==> src/rtl/axi_llc_pkg.sv <==
// Shared LLC AXI types and helpers used by the Ax request arbiter and its counters.
package axi_llc_pkg;

    localparam int AxIdWidth   = 4;
    localparam int AxAddrWidth = 32;

    // Base ID used by LLC-internal Ax requesters; the arbiter overwrites the low index bits.
    localparam logic [AxIdWidth-1:0] AxReqId = '0;

    typedef struct packed {
        logic [AxIdWidth-1:0]   id;
        logic [AxAddrWidth-1:0] addr;
        logic [7:0]             len;
        logic [2:0]             size;
        logic [1:0]             burst;
    } ax_chan_t;

    function automatic int ArbIdxWidth(input int num_req);
        return (num_req > 1) ? $clog2(num_req) : 1;
    endfunction

endpackage

==> src/rtl/axi_llc_credit_cnt.sv <==
// Outstanding-burst credit counter for one requester; registered, saturates at MaxTrans and 0.
// Simultaneous inc and dec leave the count unchanged.
module axi_llc_credit_cnt #(
    parameter int MaxTrans = 4
) (
    input  logic clk,
    input  logic rst,
    input  logic inc,
    input  logic dec,
    output logic at_max,
    output logic is_zero
);

    localparam int CW = $clog2(MaxTrans + 1);

    logic [CW-1:0] cnt_q;

    always_ff @(posedge clk or posedge rst) begin
        if (rst) begin
            cnt_q <= '0;
        end else if (inc && !dec && !at_max) begin
            cnt_q <= cnt_q + CW'(1);
        end else if (dec && !inc && !is_zero) begin
            cnt_q <= cnt_q - CW'(1);
        end
    end

    assign at_max  = (cnt_q == CW'(MaxTrans));
    assign is_zero = (cnt_q == '0);

endmodule

==> src/rtl/axi_llc_ax_arbiter.sv <==
// Round-robin merge of NumReq Ax streams into one registered master Ax channel (1-cycle latency),
// credit-limited per requester; no grant while the output register is stalled by mst_ready_i.
module axi_llc_ax_arbiter #(
    parameter int  NumReq    = 2,
    parameter int  MaxTrans  = 4,
    parameter int  IdWidth   = 4,
    parameter type ax_chan_t = axi_llc_pkg::ax_chan_t
) (
    input  logic              clk_i,
    input  logic              rst_i,
    input  ax_chan_t          req_ax_i [NumReq],
    input  logic [NumReq-1:0] req_valid_i,
    output logic [NumReq-1:0] req_ready_o,
    output ax_chan_t          mst_ax_o,
    output logic              mst_valid_o,
    input  logic              mst_ready_i,
    input  logic              done_valid_i,
    input  logic [IdWidth-1:0] done_id_i,
    output logic [NumReq-1:0] done_o,
    output logic              idle_o,
    output logic              err_o
);

    import axi_llc_pkg::*;

    localparam int IW = ArbIdxWidth(NumReq);

    logic [IW-1:0]     prio_q, gnt_idx, rr_idx, next_prio, done_idx;
    logic              found, load, issue, done_hit, spurious;
    logic [NumReq-1:0] elig, at_max, is_zero, inc, dec;
    ax_chan_t          out_q, gnt_ax;
    logic              out_valid_q, err_q;
    logic              unused_id_bits;

    assign load = !out_valid_q || mst_ready_i;
    assign elig = req_valid_i & ~at_max;

    // Rotate by prio_q, take the first eligible slot, and map it back to a requester index.
    always_comb begin
        found   = 1'b0;
        gnt_idx = '0;
        rr_idx  = '0;
        for (int i = 0; i < NumReq; i++) begin
            rr_idx = IW'((i + int'(prio_q)) % NumReq);
            if (!found && elig[rr_idx]) begin
                found   = 1'b1;
                gnt_idx = rr_idx;
            end
        end
    end

    assign issue     = load && found;
    assign next_prio = IW'((int'(gnt_idx) + 1) % NumReq);

    always_comb begin
        req_ready_o = '0;
        if (issue) begin
            req_ready_o[gnt_idx] = 1'b1;
        end
    end

    always_comb begin
        gnt_ax            = req_ax_i[gnt_idx];
        gnt_ax.id[IW-1:0] = gnt_idx;
    end

    assign done_idx       = done_id_i[IW-1:0];
    assign unused_id_bits = ^done_id_i[IdWidth-1:IW];

    // done_o fires even on a spurious completion; only the counter update is suppressed.
    always_comb begin
        done_o   = '0;
        dec      = '0;
        inc      = '0;
        done_hit = 1'b0;
        spurious = 1'b0;
        for (int i = 0; i < NumReq; i++) begin
            inc[i] = issue && (gnt_idx == IW'(i));
            if (done_valid_i && (done_idx == IW'(i))) begin
                done_hit  = 1'b1;
                done_o[i] = 1'b1;
                dec[i]    = !is_zero[i];
                spurious  = is_zero[i];
            end
        end
        if (done_valid_i && !done_hit) begin
            spurious = 1'b1;
        end
    end

    for (genvar g = 0; g < NumReq; g++) begin : g_cnt
        axi_llc_credit_cnt #(
            .MaxTrans (MaxTrans)
        ) u_cnt (
            .clk     (clk_i),
            .rst     (rst_i),
            .inc     (inc[g]),
            .dec     (dec[g]),
            .at_max  (at_max[g]),
            .is_zero (is_zero[g])
        );
    end

    always_ff @(posedge clk_i or posedge rst_i) begin
        if (rst_i) begin
            out_q       <= '0;
            out_valid_q <= 1'b0;
            prio_q      <= '0;
            err_q       <= 1'b0;
        end else begin
            if (issue) begin
                out_q  <= gnt_ax;
                prio_q <= next_prio;
            end
            if (load) begin
                out_valid_q <= issue;
            end
            if (spurious) begin
                err_q <= 1'b1;
            end
        end
    end

    assign mst_ax_o    = out_q;
    assign mst_valid_o = out_valid_q;
    assign idle_o      = !out_valid_q && (&is_zero);
    assign err_o       = err_q;

endmodule

==> config.mk <==
export PLATFORM = sky130hd
export DESIGN_NAME = axi_llc_ax_arbiter
export DESIGN_NICKNAME = d
export VERILOG_FILES = /design/src/rtl/axi_llc_pkg.sv /design/src/rtl/axi_llc_credit_cnt.sv /design/src/rtl/axi_llc_ax_arbiter.sv
export SDC_FILE = /design/constraint.sdc
export NUM_CORES = 1
export LEC_CHECK = 0
export ABC_AREA = 1
export BUFFER_PORTS_ARGS = -buffer_cell sky130_fd_sc_hd__buf_2
export CAP_MARGIN = 20
export CORE_ASPECT_RATIO = 0.5
export CORE_MARGIN = 4
export CORE_UTILIZATION = 40
export CTS_CLUSTER_SIZE = 8
export DETAILED_ROUTE_END_ITERATION = 12
export MAX_ROUTING_LAYER = met4
export PLACE_DENSITY = 0.79
export SKIP_CTS_REPAIR_TIMING = 1
export SYNTH_ARGS = -nofsm -noshare
export SYNTH_HDL_FRONTEND = slang
export SYNTH_SLANG_ARGS = --single-unit
==> constraint.sdc <==
create_clock -name clk_i -period 3.2 [get_ports clk_i]
set_clock_uncertainty 0.1 [all_clocks]
set_input_delay 0.64 -clock clk_i [delete_from_list [all_inputs] [get_ports clk_i]]
set_output_delay 0.64 -clock clk_i [all_outputs]
set_load 0.01 [all_outputs]
# Yosys cells after proc, flatten, opt, wreduce, memory -nomap -nowiden

Index checks and enable logic that the tools add are counted.

Input bits: 108
Output and inout bits: 56
Logic and storage cells: 88
Flip-flop bits (word level): 58

Bitwise logic cells: 5
Reductions and logical operators: 34
Magnitude comparators: 5
Eq/ne operators: 2
$add $sub $neg: 6
Mux-type cells: 26

Operators with widths:

| kind                                                       | count |
|---|---|
| 2-to-1 mux 49 bit                                          | 3 |
| logical AND 1 bit                                          | 17 |
| 2-to-1 mux 1 bit                                           | 17 |
| 2-to-1 mux 3 bit                                           | 4 |
| logical NOT 1 bit                                          | 11 |
| adder 3 x 1 -> 3 bit, second input constant                | 2 |
| == test 3 bit, second input constant                       | 2 |
| logical NOT 3 bit                                          | 2 |
| less-than comparator 1 x 2 -> 1 bit, second input constant | 3 |
| subtractor 3 x 1 -> 3 bit, second input constant           | 2 |
| nonzero test 2 bit                                         | 2 |
| AND 2 bit                                                  | 1 |
| >= comparator 2 bit, second input constant                 | 1 |
| 2-to-1 mux 2 bit                                           | 1 |
| inverter 1 bit                                             | 2 |
| inverter 1 -> 2 bit                                        | 1 |
| inverter 2 bit                                             | 1 |
| AND reduction 2 bit                                        | 1 |
| adder 1 bit, first input constant                          | 1 |
| adder 1 bit, second input constant                         | 1 |
| demux 1 bit (select 1 bit)                                 | 1 |
| >= comparator 1 bit, second input constant                 | 1 |
| logical OR 1 bit                                           | 1 |

# Depth between registers and ports, before layout

Gate-level depths: netlist of run 1.

Depth in word-level cells: 16
Depth in mapped cells: 12
Gate-level depth less buffers: 12

# By module

A second synthesis of run 1 with hierarchy kept.

Cell total of the unflattened synthesis: 463
Area total of the unflattened synthesis: 3344.5 sq um

By module, submodules not included:

| module             | cells each | seq. area each (sq um) | area an instance (sq um) | times used |
|---|---|---|---|---|
| axi_llc_ax_arbiter | 399        | 1301.2                 | 2891.5                   | 1 |
| axi_llc_credit_cnt | 32         | 75.1                   | 226.5                    | 2 |

# Worst setup path after synthesis of run 1

No wires, ideal clock.

Kind: input -> register
From: input req_valid_i[1]
To: register g_cnt[1].u_cnt.cnt_q[2]
Arrival: 1.748 ns
Setup slack: 1.235 ns
Stages: 9
Setup time: 0.117 ns
Data required time: 2.983 ns
Buffers on the path: 0
Cell sequence: a21boi_4 -> nand3_2 -> inv_2 -> nand2_1 -> fa_1 -> nand3_1 -> nand2_1 -> nand3_1 -> nand2_1

Cells in the longest elaborated chain, start to end: 13
Elaborated cells between the ends (all ways): 20
Those cells by class: mux: 9; bitwise: 1; reduce/logical: 10

Ends and longest elaborated chain:

| item                                                 | RTL line                 | source |
|---|---|---|
| start, declared                                      | axi_llc_ax_arbiter.sv:12 | `input logic [NumReq-1:0] req_valid_i,` |
| AND 2 bit (*)                                        | axi_llc_ax_arbiter.sv:36 | `assign elig = req_valid_i & ~at_max;` |
| 2-to-1 mux 1 bit (not written as such) (2 in series) | axi_llc_ax_arbiter.sv:45 | `if (!found && elig[rr_idx]) begin` |
| 2-to-1 mux 1 bit                                     | axi_llc_ax_arbiter.sv:45 |  |
| logical NOT 1 bit                                    | axi_llc_ax_arbiter.sv:45 |  |
| logical AND 1 bit                                    | axi_llc_ax_arbiter.sv:45 |  |
| 2-to-1 mux 1 bit                                     | axi_llc_ax_arbiter.sv:45 |  |
| logical AND 1 bit                                    | axi_llc_ax_arbiter.sv:52 | `assign issue = load && found;` |
| logical AND 1 bit (*)                                | axi_llc_ax_arbiter.sv:78 | `inc[i] = issue && (gnt_idx == IW'(i));` |
| logical NOT 1 bit                                    | axi_llc_credit_cnt.sv:23 | `end else if (dec && !inc && !is_zero) begin` |
| logical AND 1 bit (2 in series)                      | axi_llc_credit_cnt.sv:23 |  |
| nonzero test 2 bit (no line)                         | --                       |  |
| end signal, assigned                                 | axi_llc_credit_cnt.sv:22 | `cnt_q <= cnt_q + CW'(1);` |
| end signal, assigned                                 | axi_llc_credit_cnt.sv:24 | `cnt_q <= cnt_q - CW'(1);` |
| end, declared                                        | axi_llc_credit_cnt.sv:16 | `logic [CW-1:0] cnt_q;` |

Mark *: on every way between the ends. The rest lies on a longest branch, timed or not. The select of a mux whose other input is x is not followed.
A chain may end at the register's enable or synchronous reset.

# Final worst setup path of run 1

From: register g_cnt[0].u_cnt.cnt_q[0]
To: output req_ready_o[1]

Cells in the longest elaborated chain, start to end: 14
Elaborated cells between the ends (all ways): 20
Those cells by class: order compare: 2; eq/ne: 1; mux: 11; bitwise: 2; reduce/logical: 4

Ends and longest elaborated chain:

| item                                                                                                    | RTL line                 | source |
|---|---|---|
| start, declared                                                                                         | axi_llc_credit_cnt.sv:16 |  |
| start signal, assigned                                                                                  | axi_llc_credit_cnt.sv:22 |  |
| start signal, assigned                                                                                  | axi_llc_credit_cnt.sv:24 |  |
| == test 3 bit (*)                                                                                       | axi_llc_credit_cnt.sv:28 | `assign at_max = (cnt_q == CW'(MaxTrans));` |
| inverter 2 bit (*)                                                                                      | axi_llc_ax_arbiter.sv:36 |  |
| AND 2 bit (*)                                                                                           | axi_llc_ax_arbiter.sv:36 |  |
| 2-to-1 mux 1 bit (not written as such) (2 in series)                                                    | axi_llc_ax_arbiter.sv:45 |  |
| 2-to-1 mux 1 bit                                                                                        | axi_llc_ax_arbiter.sv:45 |  |
| logical NOT 1 bit                                                                                       | axi_llc_ax_arbiter.sv:45 |  |
| logical AND 1 bit                                                                                       | axi_llc_ax_arbiter.sv:45 |  |
| 2-to-1 mux 1 bit                                                                                        | axi_llc_ax_arbiter.sv:45 |  |
| less-than comparator 1 x 2 -> 1 bit (not written as such) / >= comparator 1 bit (equally long branches) | axi_llc_ax_arbiter.sv:58 | `req_ready_o[gnt_idx] = 1'b1;` |
| logical AND 1 bit (not written as such)                                                                 | axi_llc_ax_arbiter.sv:58 |  |
| 2-to-1 mux 1 bit (not written as such)                                                                  | axi_llc_ax_arbiter.sv:58 |  |
| demux 1 bit (select 1 bit)                                                                              | axi_llc_ax_arbiter.sv:58 |  |
| 2-to-1 mux 2 bit (*)                                                                                    | axi_llc_ax_arbiter.sv:57 | `if (issue) begin` |
| end, declared                                                                                           | axi_llc_ax_arbiter.sv:13 | `output logic [NumReq-1:0] req_ready_o,` |

Marks and branches as above.

==> reports/qor.txt, run 1 <==
Worst path top cell family by delay = buffers and inverters
Via count = 2731
Ratio of cells with drive above 1 in the final layout = 36.9%
Most used cell, CP = nand3_2
Setup crit start kind = flop
First-pass DRT Iterations = 5
Max-cap violations = 0
CP Capture Point = req_ready_o[1]
CTS tree = yes
Die Wd = 125 um
Reg-to-Reg End = g_cnt[1].u_cnt.cnt_q[2]
Final hold vios = 0
Outcome = finished, final reports clean
Routed len/inst = 12.8 um
Crit path DAT = 1750 ps
Rel. slew slack = 66.9%
Sequential-to-total area share from yosys stat = 53.3%
Post-route cell area = 3830 um^2
Worst path slowest cell = dfrtp_1
Final setup violation count = 0
FF-to-FF setup slack = 880 ps
Initial antenna violation count = 0
RR Startpoint = g_cnt[0].u_cnt.cnt_q[0]
Commonest non-fill, non-tap cells in the layout = 179 x nand2_1, 158 x buf_2, 58 x dfrtp_1
Synth Register Bits = 58
Syn avg cell area = 7.99 um^2
Core Box Area = 6330 um^2
FP Rows = 20
Die H = 66.4 um
Post-layout util = 60.5%
Worst-skew pair later-pin latency = 320 ps
Die area = 8280 um^2
WS Path Type = flop to primary output
Cell taking the most area after synthesis = dfrtp_1
Nets = 610
Max-slew violations = 0
Req. time, crit path = 2460 ps
Non-filler cells, final = 590
Starting Density = 43.0%
Vias in the first global route = 2697
Number of clock sinks = 58
IO buf count = 158
Setup tns final = 0 ps
CP Cell Sequence = nor2_2 -> nand2_1 -> nand3_2 -> nand3_2 -> inv_2 -> buf_2
Top post-synthesis cells by area = dfrtp_1 53%, nand2_1 25%, nand3_1 10%
H-tree depth = 3
I/O pin count = 164
Post-Syn Area = 2730 um^2
# DRC = 0
Slowest Stage Delay on Critical Path = 420 ps
Worst Path Max Fanout = 24
First-pass GRT wire length = 12600 um
DP HPWL = 5510 um
ANT nets after route = 0
CP bufs+invs = 2
Minimum period implied by the final worst setup slack = 2490 ps
Top-area cell type share of the netlist area = 53.3%
Max IR drop VDD = 0.000513 V
DRT iter0 DRCs = 162
Final period util = 78.0%
Routability Congestion = 0.828
Total grt overflow = 0
DP Cell Count = 577
WP depth = 6
Reg2reg path depth = 11
Pin count of the biggest net entering global routing = 59
Distinct cells, synth = 19
ANT cells = 0
Clock-pin slew on the worst setup and hold paths = 50 ps
Worst Tran Pin Value = 496 ps
Leak pwr = 2.17 nW
WL final = 7530 um
RSZ-0062 raised after global routing = no
Clk buf depth = 2
Critical path startpoint = g_cnt[0].u_cnt.cnt_q[0]
Mapped Cells = 341
Syn_nets = 451
Vias/cell = 4.63
DP Area = 3570 um^2
Setup crit end kind = primary output
Clk root buf = clkbuf_16
Power Density = 961 nW/um^2
Total CTS buffers = 9
Area grow syn2layout = 40.6%
Hold Crit Class = input port to asynchronous set/reset pin
Max Fclk = 401 MHz
Total Routing Usage GR = 19.9%
Commonest non-fill, non-tap cell in the layout = nand2_1
Synthesis Warnings = 0
## flip-flops by register name (all words and copies together) (netlist names)
| register | cells |
|---|---|
| mst_ax_o | 49 |
| mst_valid_o | 1 |
| prio_q | 1 |
| err_o | 1 |
| g_cnt.u_cnt.cnt_q | 6 |
## worst min path at each step
stage,depth (start not counted),to,slack (ps),startpoint
floorplan,2,g_cnt[0].u_cnt.cnt_q[2],400,g_cnt[0].u_cnt.cnt_q[2]
detailed placement,2,mst_ax_o[45],360,mst_ax_o[45]
global route,3,mst_ax_o[27],300,rst_i
CTS,3,mst_ax_o[27],280,rst_i
global placement,2,mst_ax_o[45],360,mst_ax_o[45]
finish,3,mst_ax_o[27],280,rst_i
## layer usage
metal  share of wire (%)  vias up  global-route usage, %
met5                   0        -                      -
met4                 1.8        0                   7.10
met3                 5.1       13                   7.02
met2                  53       64                   35.8
met1                  40     1265                   20.7
li1                    -     1389                      -
## tightest hold or removal path, delay by kind of cell
kind                   cells  cell delay [ps]
buffers and inverters      3              440
## final cells by class
type	instances	area, um^2
fillers	566	2500
flip-flops and latches	58	1450
multi-input cells	253	1110
repair buffers	163	841
clock buffers	13	260
well taps	88	110
inverters	15	56.3
## metrics by stage
step | power [mW] | hold slack [ps] | worst slack, ps
after floorplan | 2.30 | 399 | 1030
after global placement | 2.82 | 358 | 710
after detailed placement | 2.87 | 356 | 677
after CTS | 3.74 | 279 | 687
after global routing | 4.01 | 303 | 541
final | 3.68 | 275 | 705
## synthesized netlist by cell type (all sizes together)
| library cell | n |
|---|---|
| a21boi | 1 |
| nand4 | 2 |
| nand3 | 60 |
| nand2 | 181 |
| fa | 2 |
| nor2 | 3 |
| dfrtp | 58 |
| buf | 15 |
| o21ai | 2 |
| a31oi | 1 |
| inv | 15 |
| nor3 | 1 |
## kinds of logic after synthesis
| logic type | after synthesis | synth area share, % |
|---|---|---|
| buffers and inverters | 30 | 5.88 |
| flip-flops | 58 | 53.3 |
| AND/OR/NAND/NOR | 247 | 38.1 |
| AO/OA/AOI/OAI | 4 | 1.29 |
| adder cells (fa/ha/maj) | 2 | 1.47 |
## report_power, final
part / total (mW) / internal (mW) / switching, mW
registers: 1.30 / 1.10 / 0.201
clock network: 0.840 / 0.551 / 0.290
logic: 1.54 / 0.605 / 0.936
total: 3.68 / 2.26 / 1.43
Note: power is estimated with default switching activity, not from simulation.
==> run 2: changes to the inputs <==
--- a/config.mk
+++ b/config.mk
@@ -10,11 +10,11 @@
 export CAP_MARGIN = 20
 export CORE_ASPECT_RATIO = 0.5
 export CORE_MARGIN = 4
-export CORE_UTILIZATION = 40
+export CORE_UTILIZATION = 39
 export CTS_CLUSTER_SIZE = 8
 export DETAILED_ROUTE_END_ITERATION = 12
 export MAX_ROUTING_LAYER = met4
-export PLACE_DENSITY = 0.79
+export PLACE_DENSITY = 0.8
 export SKIP_CTS_REPAIR_TIMING = 1
 export SYNTH_ARGS = -nofsm -noshare
 export SYNTH_HDL_FRONTEND = slang
==> constraint.sdc (replaced) <==
create_clock -name clk_i -period 2.2 [get_ports clk_i]
set_clock_uncertainty 0.1 [all_clocks]
set_input_delay 0.44 -clock clk_i [delete_from_list [all_inputs] [get_ports clk_i]]
set_output_delay 0.44 -clock clk_i [all_outputs]
set_load 0.01 [all_outputs]
==> reports/qor.txt, run 2 (synthesis results as in run 1) <==
Outcome = complete, but fails checks (was finished, final reports clean)
Violated checks = hold timing
Rel. slew slack = 73.7% (was 66.9%)
DP Cell Count = 585 (was 577)
Die area = 8470 um^2 (was 8280 um^2)
DP HPWL = 5750 um (was 5510 um)
Pin count of the biggest net entering global routing = 32 (was 59)
Initial antenna violation count = 0 (unchanged)
Vias in the first global route = 2547 (was 2697)
Power Density = 1400 nW/um^2 (was 961 nW/um^2)
Max IR drop VDD = 0.000546 V (was 0.000513 V)
First-pass GRT wire length = 12000 um (was 12600 um)
Total grt overflow = 0 (unchanged)
Number of clock sinks = 58 (unchanged)
Reg2reg path depth = 10 (was 11)
Total power = 5.48 mW (was 3.68 mW)
FP Rows = 21 (was 20)
Final hold vios = 1 (was 0)
Ratio of cells with drive above 1 in the final layout = 37.9% (was 36.9%)
# fillers = 646 (was 566)
Max-slew violations = 0 (unchanged)
Final period util = 95.4%
Die Wd = 126 um (was 125 um)
Reg power frac = 34.8% (was 35.3%)
Critical path startpoint = g_cnt[0].u_cnt.cnt_q[0] (unchanged)
PnR worst setup slack = 101 ps (was 705 ps)
Nets = 614 (was 610)
Clock-pin slew on the worst setup and hold paths = 50 ps (about the same)
Commonest non-fill, non-tap cells in the layout = 179 x nand2_1, 158 x buf_2, 57 x nand3_1, 57 x dfrtp_1, 12 x inv_1 (was 179 x nand2_1, 158 x buf_2, 58 x dfrtp_1)
CTS tree = yes (unchanged)
Internal power = 3.37 mW (was 2.26 mW)
Crit path DAT = 1560 ps (was 1750 ps)
Max-cap violations = 0 (unchanged)
Leak pwr = 2.20 nW (was 2.17 nW)
Clk root buf = clkbuf_16 (unchanged)
Starting Density = 40.5% (was 43.0%)
Setup crit end kind = primary output (unchanged)
Hold Crit Class = input port to asynchronous set/reset pin (unchanged)
Clk buf depth = 2 (unchanged)
Reg-to-Reg End = g_cnt[0].u_cnt.cnt_q[2] (was g_cnt[1].u_cnt.cnt_q[2])
Worst slack, placed = 192 ps (was 677 ps)
Routed len/inst = 12.5 um (was 12.8 um)
Commonest non-fill, non-tap cell in the layout = nand2_1 (unchanged)
WHS = -1.20 ps (was 275 ps)
Routability Congestion = 0.767 (was 0.828)
Final setup violation count = 0 (unchanged)
CP Capture Point = req_ready_o[1] (unchanged)
Worst Path Max Fanout = 21 (was 24)
Core Box Area = 6730 um^2 (was 6330 um^2)
Vias/cell = 4.55 (was 4.63)
Total CTS buffers = 9 (unchanged)
WL final = 7540 um (was 7530 um)
Area grow syn2layout = 43.8% (was 40.6%)
Max Fclk = 476 MHz
Non-filler cells, final = 601 (was 590)
Clock power share = 23.5% (was 22.8%)
RSZ-0062 raised after global routing = no (unchanged)
Switching pwr = 2.12 mW (was 1.43 mW)
Worst Tran Pin Value = 393 ps (was 496 ps)
Largest register FFs = 49 (unchanged)
ANT cells = 0 (unchanged)
RR Startpoint = g_cnt[0].u_cnt.cnt_q[1] (was g_cnt[0].u_cnt.cnt_q[0])
H-tree depth = 3 (unchanged)
Via count = 2733 (was 2731)
Setup crit start kind = flop (unchanged)
Minimum period implied by the final worst setup slack = 2100 ps
WS Path Type = flop to primary output (unchanged)
Die H = 67.1 um (was 66.4 um)
Switching Share = 38.6% (was 38.8%)
Setup tns final = 0 ps (unchanged)
IO buf count = 158 (unchanged)
I/O pin count = 164 (unchanged)
DRT iter0 DRCs = 127 (was 162)
# DRC = 0 (unchanged)
First-pass DRT Iterations = 4 (was 5)
Req. time, crit path = 1660 ps (was 2460 ps)
Total Routing Usage GR = 18.8% (was 19.9%)
FF-to-FF setup slack = 190 ps (was 880 ps)
Worst-skew pair later-pin latency = 320 ps (about the same)
Combinational share of power = 41.7% (was 41.8%)
ANT nets after route = 0 (unchanged)
-- run 2: worst max-delay path, stage by stage (launching register included) --
cell,delay (ps)
dfrtp_2,440
nor2_4,130
nand2_1,80
nand3_2,100
nand3_4,90
inv_2,90
buf_12,150
buf_2,140
-- run 2: layout make-up --
| class | instances | area [um^2] | area share, % |
|---|---|---|---|
| Multi-Input combinational cell | 253 | 1130 | 28.7 |
| Sequential cell | 58 | 1450 | 37.1 |
| Timing Repair Buffer | 167 | 883 | 22.5 |
| Clock buffer | 14 | 274 | 6.99 |
| Inverter | 15 | 56.3 | 1.44 |
| Tap cell | 92 | 115 | 2.94 |
| Clock inverter | 2 | 10.0 | 0.256 |
-- run 2: metal layers --
metal	track usage, %	wire [um]	vias up
met5	-	0	-
met4	7.75	169	0
met3	5.28	418	15
met2	32.4	3860	75
met1	20.9	3090	1244
li1	-	-	1399
-- run 2: per-stage QoR --
stage               utilization (%)  instance area [um^2]
floorplan                         -                  2730
global placement               53.6                  3610
detailed placement             53.6                  3610
CTS                            57.8                  3890
global route                   58.2                  3920
finish                         58.2                  3920
-- run 2: how the worst min path moves through the flow --
stage,endpoint,slack (ps),cells past startpoint,from
finish,mst_ax_o[7],-1,2,rst_i
global route,mst_ax_o[7],20,2,rst_i
CTS,mst_ax_o[7],10,2,rst_i
detailed placement,mst_ax_o[8],360,2,rst_i
global placement,mst_ax_o[45],350,2,mst_ax_o[45]
floorplan,g_cnt[0].u_cnt.cnt_q[2],400,2,g_cnt[0].u_cnt.cnt_q[2]
-- run 2: power by group through the flow --
stage	Combinational (mW)	Sequential, mW	Clock [mW]
6_report	2.29	1.91	1.29
5_1_grt	2.60	1.99	1.37
4_1_cts	2.30	1.90	1.32
3_5_place_dp	2.30	1.91	0
3_3_place_gp	2.25	1.89	0
2_1_floorplan	1.21	2.14	0
